`src/rtl/core_periphs_mmio.sv`:
```
// Core-to-RAM periphery: truncates RAM addresses, decodes an IO channel window,
// returns loads after a fixed tracked latency and latches out-of-range accesses.
module core_periphs_mmio #(
  parameter int                DATA_W        = 64,
  parameter int                ADDR_W        = 64,
  parameter int                ACTUAL_ADDR_W = 13,
  parameter int                LOAD_LATENCY  = 1,
  parameter logic [ADDR_W-1:0] IO_BASE       = 'h8000_0000,
  parameter int                NUM_IO_CH     = 4
) (
  input  logic                        clk,
  input  logic                        rst,
  input  logic [ADDR_W-1:0]           core_addr,
  input  logic                        core_re,
  input  logic [DATA_W/8-1:0]         core_we,
  input  logic [DATA_W-1:0]           core_st_data,
  output logic [DATA_W-1:0]           core_ld_data,
  output logic                        core_ld_valid,
  output logic [ACTUAL_ADDR_W-1:0]    mem_addr,
  output logic [DATA_W/8-1:0]         mem_we,
  output logic [DATA_W-1:0]           mem_st_data,
  input  logic [DATA_W-1:0]           mem_ld_data,
  input  logic [NUM_IO_CH*DATA_W-1:0] io_in,
  output logic [NUM_IO_CH*DATA_W-1:0] io_out,
  output logic [NUM_IO_CH-1:0]        io_wr,
  output logic                        fault,
  output logic [ADDR_W-1:0]           fault_addr,
  input  logic                        fault_clr
);

  localparam int                BYTES   = DATA_W / 8;
  localparam int                CH_W    = (NUM_IO_CH > 1) ? $clog2(NUM_IO_CH) : 1;
  localparam logic [ADDR_W-1:0] IO_SPAN = ADDR_W'(NUM_IO_CH * BYTES);
  localparam logic [ADDR_W-1:0] BYTES_A = ADDR_W'(BYTES);

  typedef enum logic [1:0] {
    SRC_FAULT = 2'd0,
    SRC_RAM   = 2'd1,
    SRC_IO    = 2'd2
  } src_e;

  logic              w_is_ram;
  logic              w_is_io;
  logic              w_access;
  logic              w_fault_hit;
  logic              w_io_st;
  logic [ADDR_W-1:0] w_io_off;
  logic [CH_W-1:0]   w_ch;
  logic [DATA_W-1:0] w_io_rd;
  src_e              w_src;
  logic              w_last_v;
  logic [DATA_W-1:0] w_ld_now;

  logic              r_pv    [LOAD_LATENCY];
  src_e              r_psrc  [LOAD_LATENCY];
  logic [DATA_W-1:0] r_pword [LOAD_LATENCY];
  logic [DATA_W-1:0]           r_ld_hold;
  logic [NUM_IO_CH*DATA_W-1:0] r_io_out;
  logic [NUM_IO_CH-1:0]        r_io_wr;
  logic                        r_fault;
  logic [ADDR_W-1:0]           r_fault_addr;

  // Any set bit above the RAM window is out of RAM, so 2**ACTUAL_ADDR_W never aliases to 0.
  assign w_is_ram    = ~|core_addr[ADDR_W-1:ACTUAL_ADDR_W];
  assign w_io_off    = core_addr - IO_BASE;
  assign w_is_io     = !w_is_ram && (core_addr >= IO_BASE) && (w_io_off < IO_SPAN);
  assign w_ch        = CH_W'(w_io_off / BYTES_A);
  assign w_access    = core_re || (|core_we);
  assign w_fault_hit = w_access && !w_is_ram && !w_is_io;
  assign w_io_st     = w_is_io && (|core_we);
  assign w_src       = w_is_ram ? SRC_RAM : (w_is_io ? SRC_IO : SRC_FAULT);

  assign mem_addr    = core_addr[ACTUAL_ADDR_W-1:0];
  assign mem_st_data = core_st_data;
  assign mem_we      = (w_is_ram && !rst) ? core_we : '0;

  always_comb begin
    w_io_rd = '0;
    for (int k = 0; k < NUM_IO_CH; k++) begin
      if (w_ch == CH_W'(k)) w_io_rd = io_in[k*DATA_W +: DATA_W];
    end
  end

  always_ff @(posedge clk or posedge rst) begin
    if (rst) begin
      for (int i = 0; i < LOAD_LATENCY; i++) begin
        r_pv[i]    <= 1'b0;
        r_psrc[i]  <= SRC_FAULT;
        r_pword[i] <= '0;
      end
    end else begin
      r_pv[0]    <= core_re;
      r_psrc[0]  <= w_src;
      r_pword[0] <= w_is_io ? w_io_rd : '0;
      for (int i = 1; i < LOAD_LATENCY; i++) begin
        r_pv[i]    <= r_pv[i-1];
        r_psrc[i]  <= r_psrc[i-1];
        r_pword[i] <= r_pword[i-1];
      end
    end
  end

  // RAM data arrives combinationally in the return cycle, so the return mux sits after the pipe.
  assign w_last_v = r_pv[LOAD_LATENCY-1];

  always_comb begin
    case (r_psrc[LOAD_LATENCY-1])
      SRC_RAM: w_ld_now = mem_ld_data;
      SRC_IO:  w_ld_now = r_pword[LOAD_LATENCY-1];
      default: w_ld_now = '0;
    endcase
  end

  always_ff @(posedge clk or posedge rst) begin
    if (rst) begin
      r_ld_hold <= '0;
    end else if (w_last_v) begin
      r_ld_hold <= w_ld_now;
    end
  end

  assign core_ld_valid = w_last_v;
  assign core_ld_data  = w_last_v ? w_ld_now : r_ld_hold;

  always_ff @(posedge clk or posedge rst) begin
    if (rst) begin
      r_io_out <= '0;
      r_io_wr  <= '0;
    end else begin
      for (int k = 0; k < NUM_IO_CH; k++) begin
        r_io_wr[k] <= w_io_st && (w_ch == CH_W'(k));
        for (int b = 0; b < BYTES; b++) begin
          if (w_io_st && (w_ch == CH_W'(k)) && core_we[b]) begin
            r_io_out[k*DATA_W + b*8 +: 8] <= core_st_data[b*8 +: 8];
          end
        end
      end
    end
  end

  assign io_out = r_io_out;
  assign io_wr  = r_io_wr;

  // A new fault wins over a same-cycle clear and re-arms the captured address.
  always_ff @(posedge clk or posedge rst) begin
    if (rst) begin
      r_fault      <= 1'b0;
      r_fault_addr <= '0;
    end else if (w_fault_hit && (!r_fault || fault_clr)) begin
      r_fault      <= 1'b1;
      r_fault_addr <= core_addr;
    end else if (fault_clr) begin
      r_fault <= 1'b0;
    end
  end

  assign fault      = r_fault;
  assign fault_addr = r_fault_addr;

endmodule

```
`config.mk`:
```
export PLATFORM = sky130hd
export DESIGN_NAME = core_periphs_mmio
export DESIGN_NICKNAME = d
export VERILOG_FILES = /design/src/rtl/core_periphs_mmio.sv
export SDC_FILE = /design/constraint.sdc
export NUM_CORES = 1
export LEC_CHECK = 0
export ABC_CLOCK_PERIOD_IN_PS = 20700
export CORE_AREA = 4 4 365 367
export DETAILED_ROUTE_END_ITERATION = 6
export DIE_AREA = 0 0 369 371
export GPL_TIMING_DRIVEN = 1
export PLACE_DENSITY = 0.38
export SLEW_MARGIN = 10
export SYNTH_ARGS = -nofsm -noshare
export SYNTH_HDL_FRONTEND = slang
export SYNTH_SLANG_ARGS = --single-unit
export TNS_END_PERCENT = 50
```
`constraint.sdc`:
```
create_clock -name clk -period 20.7 [get_ports clk]
set_input_delay 4.14 -clock clk [delete_from_list [all_inputs] [get_ports clk]]
set_output_delay 4.14 -clock clk [all_outputs]
set_load 0.02 [all_outputs]
```
==> flow_metrics.env <==
export IMPL_synthMuxAreaShare=0.255
export IMPL_syn_num_nets=1857
export IMPL_dieWidth_um=369
export IMPL_maxSlewViolCount=0
export IMPL_maxCapViolCount=0
export IMPL_port_buffers=934
export IMPL_place_gp_congestion=0.948
export IMPL_status="finished, final reports clean"
export IMPL_synth_compound_area_frac=0.0493
export IMPL_hold_class="reg2reg"
export IMPL_dr_wl_met3_mm=8.05
export IMPL_grt_pass1_vias=17200
export IMPL_rsz0062_at_grt="false"
export IMPL_required_ns=16.56
export IMPL_place_ws_ns=9.13
export IMPL_syn_area_sq_um=19800
export IMPL_clockBufferDepth=3
export IMPL_grt_max_degree=130
export IMPL_synthSimpleGateAreaFrac=0.0611
export IMPL_holdPathStages=1
export IMPL_cp_start_kind="input port"
export IMPL_hold_violations=0
export IMPL_ios=935
export IMPL_worstPathArrival_ns=7.51
export IMPL_postCtsHoldBufs=0
export IMPL_slowest_delay_ns=0.89
export IMPL_die_area_sq_um=137000
export IMPL_crit_chain="clkdlybuf4s50_1 > nor4_2 > nand2_1 > nor4_2 > buf_4 > and3_1 > clkdlybuf4s50_1"
export IMPL_die_h_um=371
export IMPL_path_buf_inv=3
export IMPL_finalSetupViolations=0
export IMPL_clk_pin_slew_worst_paths_ns=0.05
export IMPL_drt_iter0_markers=583
export IMPL_post_cts_buffers=0
export IMPL_synth_flop_cell="dfrtp_1"
export IMPL_crit_path_max_fanout=9
export IMPL_cts_tree="yes"
export IMPL_cts_sinks=456
export IMPL_period_minus_slack_ns=11.65
export IMPL_yosysMostFrequentCell="dfrtp_1"
export IMPL_tns_ns=0
export IMPL_overflow=0
export IMPL_synth_top_cell_by_area="dfrtp_1"
export IMPL_detail_route_antenna_nets=0
export IMPL_synth_top_area_frac=0.575
export IMPL_final_layout_size_suffix_gt1_frac=0.230
export IMPL_synth_xor_area_frac=0.00132
export IMPL_routed_wl_mm=102
export IMPL_rr_worst_depth=4
export IMPL_placed_cells=3947
export IMPL_avgSynthCellArea_sq_um=14.2
export IMPL_rrSetupSlack_ns=18.44
export IMPL_max_freq_mhz=85.8
export IMPL_endpoint_kind="output pin"
export IMPL_viasPerCell=3.82
export IMPL_cts_resized=0
export IMPL_drc_errors=0
export IMPL_start_util=0.153
export IMPL_netlist_top_cells_area="dfrtp_1, mux2_2, mux4_2, buf_4, a22oi_1"
export IMPL_cp_depth=7
export IMPL_fp_coreArea_sq_um=129000
export IMPL_leakagePower_nw=13.5
export IMPL_slowest_stage="nor4_2"
export IMPL_met1_length_mm=40.6
export IMPL_finalNonFillerCells=4056
export IMPL_via_count=15500
export IMPL_nNetsFinal=2729
export IMPL_yosysWarnings=0
export IMPL_clock_root_buffer="clkbuf_16"
export IMPL_drt_first_pass_iters=4
export IMPL_place_hpwl_mm=81.0
export IMPL_vdd_drop_max_v=0.0000552
export IMPL_worstSetupPathType="in2out"
export IMPL_synth_seq_area_share=0.575
export IMPL_wl_per_cell_um=25.2
export IMPL_synth_edff_count=0
export IMPL_relSlewSlack=0.312
export IMPL_finalCritPeriodShare=0.563
export IMPL_setup_slack_ns=9.05
export IMPL_cp_top_family="simple AND/OR/NAND/NOR gates"
export IMPL_grt_usage=0.144
export IMPL_worst_slew_pin_slew_ns=1.03
export IMPL_p_per_area_nw_per_um2=67.2
export IMPL_synth_common_cells="dfrtp_1, mux2_2, buf_4, inv_1"
export IMPL_place_area_sq_um=30700
export IMPL_yosys_area_share_adder=0.00252
export IMPL_areaGrowthSynthToFinish_pct=64.5
export IMPL_cts_htree_levels=2
export IMPL_worstSkewPairLatency_ns=0.64
export IMPL_syn_inst=1393
export IMPL_nFillCells=13600
export IMPL_synthDistinctLibCells=45
export IMPL_cts_made_buffers=58
export IMPL_route_met2_wl_mm=52.0
export IMPL_antenna_found_initial=15
export IMPL_fin_area_sq_um=32600
export IMPL_top_layer="met5"
export IMPL_synth_top_family_by_area="multiplexers"
export IMPL_num_rows=132
export IMPL_grt_pass1_wl_mm=141
export IMPL_ys_seq_elements=456
export IMPL_async_flop_share=1.00
export IMPL_skew_ns=0.0133
[routing by layer]
metal | vias to the layer above | track usage
li1 | 6738 | -
met2 | 569 | 0.255
met5 | - | 0
met1 | 8074 | 0.169
met4 | 4 | 0.0300
met3 | 95 | 0.0480
[power breakdown]
group	switching [mW]	internal, mW	total [mW]	leakage (nW)
sequential	0.00692	0.905	0.912	6.22
combinational	0.127	0.148	0.276	6.30
clock	0.416	0.589	1.01	0.932
[cells by family after synthesis]
group           after synthesis
simple gates                190
flops                       456
fa+ha+maj                     4
xor+xnor                      3
compound gates              141
buf+inv                     214
mux                         385
[sequential cells by signal (all words and copies together), names as in the netlist]
signal and flops:
io_out 256, fault_addr 64, r_ld_hold 64, r_pword 64, io_wr 4, r_psrc 2, core_ld_valid 1, fault 1
[final timing paths]
| path | start | endpoint |
|---|---|---|
| setup / recovery | core_addr[41] | mem_we[1] |
| hold / removal | io_out[18] | io_out[18] |
| setup reg to reg | core_ld_valid | r_ld_hold[57] |
| hold reg to reg | io_out[18] | io_out[18] |
| max in group asynchronous | rst | io_out[147] |
| min in group asynchronous | rst | io_out[96] |
[cell type report]
type                            instances  area, sq um  area share
Clock buffer                           83         1650      0.0504
Timing Repair Buffer                  954         9510       0.291
Sequential cell                       456        11400       0.350
Clock inverter                         21          231     0.00709
Multi-Input combinational cell        723         7370       0.226
Antenna cell                            5         12.5    0.000383
Inverter                               72          278     0.00851
Tap cell                             1742         2180      0.0668
[placed cells by master (no fill, tap or decap), types with 7 or more instances in the layout]
cell | Yosys | final
nand2_2 | 32 | 32
mux2_2 | 304 | 304
nor2_1 | 12 | 12
mux2_1 | 16 | 16
o22ai_1 | 64 | 64
dfrtp_1 | 456 | 455
nand3_1 | 8 | 7
nor4_1 | 15 | 13
and3_1 | 8 | 8
a22oi_1 | 64 | 64
clkbuf_1 | 39 | 15
nand2_1 | 9 | 8
clkinv_2 | 0 | 13
buf_4 | 77 | 21
nor2b_1 | 64 | 64
clkbuf_16 | 0 | 58
nor3_1 | 12 | 11
clkdlybuf4s50_1 | 0 | 932
clkbuf_8 | 0 | 10
mux4_2 | 64 | 64
inv_1 | 72 | 71
[per-stage QoR]
step	hold slack (ns)	power (mW)	utilization
after floorplan	0.615	1.03	-
after global placement	0.477	1.21	0.237
after detailed placement	0.480	1.21	0.237
after CTS	0.494	2.24	0.252
after global routing	0.501	2.29	0.252
final	0.487	2.19	0.252
Note: power is estimated with default switching activity, not from simulation.
==> RTL edit, RTL diff (same flow settings) <==
The parameter `ADDR_W` goes from 64 to 128.
--- a/src/rtl/core_periphs_mmio.sv
+++ b/src/rtl/core_periphs_mmio.sv
@@ -2,7 +2,7 @@
 // returns loads after a fixed tracked latency and latches out-of-range accesses.
 module core_periphs_mmio #(
   parameter int                DATA_W        = 64,
-  parameter int                ADDR_W        = 64,
+  parameter int                ADDR_W        = 128,
   parameter int                ACTUAL_ADDR_W = 13,
   parameter int                LOAD_LATENCY  = 1,
   parameter logic [ADDR_W-1:0] IO_BASE       = 'h8000_0000,
Ports: changed (resized core_addr and fault_addr); port bits go from 935 to 1063. The function was not compared with the original's and may differ.
==> RTL edit against the original RTL <==
Design area increased by 18%; worst setup slack got worse by 530 ps; sequential cell count increased by 64; sequential power increased by 16%; clock power increased by 19%; area after synthesis increased by 22%; sequential share of layout area decreased by 1.3 points; register-to-register slack got worse by 690 ps; wire length increased by 37%; total power increased by 21%.
==> RTL edit: results (changes against the original RTL) <==
- Status: finished, final reports clean (unchanged)
- HPWL after DPL: 112000 µm (was 81000 µm)
- Worst relative slew slack: 20.4% (was 31.2%)
- Pin count of the biggest net entering global routing: 147 (was 130)
- Vias in the first global route: 21400 (was 17200)
- Antenna Cells: 21 (was 5)
- Share of layout cells above drive strength 1: 14.9% (was 23.0%)
- Worst Hold Launch: fault_addr[32] (was io_out[18])
- Worst Path Max Fanout: 11 (was 9)
- Net Sw Frac: 26.7% (was 25.1%)
- Routing usage on met1: 22.8% (was 16.9%)
- Met3 usage in global routing: 7.24% (was 4.80%)
- Destination of the worst hold path: fault_addr[32] (was io_out[18])
- Number of multi-input combinational cells in the layout: 1075 (was 723)
- Number of ordinary inverters in the final layout: 73 (was 72)
- DRT Pass-1 Iters: 5 (was 4)
- Number of input and output port buffers inserted: 1062 (was 934)
- Number of levels in the clock H-tree: 3 (was 2)
- Crit-path max cell delay: 790 ps (was 890 ps)
- Reg2Reg Launch Point: fault (was core_ld_valid)
- Detailed-routing wirelength on met1: 54300 µm (was 40600 µm)
- Setup slack, reg-to-reg: 17750 ps (was 18440 ps)
- Gpl congestion: 0.893 (was 0.948)
- Final Skew: 15.8 ps (was 13.3 ps)
- Synthesized netlist net count: 2356 (was 1857)
- Filler cells: 13300 (was 13600)
- Worst IR drop on VDD: 0.0465 mV (was 0.0552 mV)
- Layout clock buffers: 101 (was 83)
- Total area of multi-input combinational cells: 10000 µm² (was 7370 µm²)
- Worst R2R Path Depth: 5 (was 4)
- Share of synthesized area occupied by flip-flops and latches: 53.8% (was 57.5%)
- Number of vias after detailed routing: 20000 (was 15500)
- Signal buffers share of area: 28.0% (was 29.1%)
- Share of cell area taken by flip-flops and latches: 33.7% (was 35.0%)
- Number of nets at the end of the flow: 3351 (was 2729)
- Area contributors post-synth: sky130_fd_sc_hd__dfrtp_1 54%, sky130_fd_sc_hd__mux2_1 9.4%, sky130_fd_sc_hd__mux2_2 8.6% (was sky130_fd_sc_hd__dfrtp_1 58%, sky130_fd_sc_hd__mux2_2 17%, sky130_fd_sc_hd__mux4_2 7.3%)
- Num Clock Sinks: 520 (was 456)
- ClkCell Share: 5.85% (was 5.75%)
- Tot GR Track Use: 19.6% (was 14.4%)
- Routed length per instance: 30.1 µm (was 25.2 µm)
- Wire length of the first global-routing pass: 187000 µm (was 141000 µm)
- Number of buffers created by CTS: 70 (was 58)
- Non-clock buffer total of the final layout: 1083 (was 954)
- Number of unique standard cell types used by synthesis: 63 (was 45)
- Antenna violations before repair: 53 (was 15)
- Critical path's slowest cell: sky130_fd_sc_hd__nor4b_1 (was sky130_fd_sc_hd__nor4_2)
[RTL edit: worst max path at each step]
| stage | start | endpoint | slack, ps | cells after the start |
|---|---|---|---|---|
| final | core_addr[95] | mem_we[3] | 8520 | 9 |
| after global routing | core_addr[95] | mem_we[0] | 8400 | 9 |
| after CTS | core_addr[95] | mem_we[3] | 8520 | 9 |
| after detailed placement | core_addr[95] | mem_we[3] | 8540 | 9 |
| after global placement | core_addr[95] | mem_we[1] | 8560 | 9 |
| after floorplan | rst | mem_we[0] | 250 | 2 |
[RTL edit: power by group through the flow]
| stage | combinational [µW] | clock (µW) | sequential [µW] |
|---|---|---|---|
| after floorplan | 111 | 0 | 1110 |
| after global placement | 398 | 0 | 1080 |
| after detailed placement | 398 | 0 | 1080 |
| after CTS | 399 | 1260 | 1060 |
| after global routing | 410 | 1290 | 1060 |
| final | 390 | 1200 | 1060 |
[RTL edit: cells by family after synthesis]
logic type | after synthesis | synth area share (%)
fa+ha+maj | 4 | 0.207
mux | 452 | 24.0
flops | 520 | 53.8
compound gates | 168 | 4.83
xor+xnor | 36 | 1.30
simple gates | 415 | 11.0
buf+inv | 233 | 4.93
[RTL edit: metrics by stage]
stage / cells / util (%) / worst slack, ps / total power, µW / area [µm²]
final: 4637 / 29.8 / 8520 / 2650 / 38600
after global routing: 4625 / 29.8 / 8400 / 2760 / 38600
after CTS: 4616 / 29.8 / 8520 / 2720 / 38600
after detailed placement: 4493 / 28.0 / 8540 / 1470 / 36300
after global placement: 4493 / 28.0 / 8560 / 1470 / 36300
after floorplan: 1828 / - / 252 / 1220 / 24200
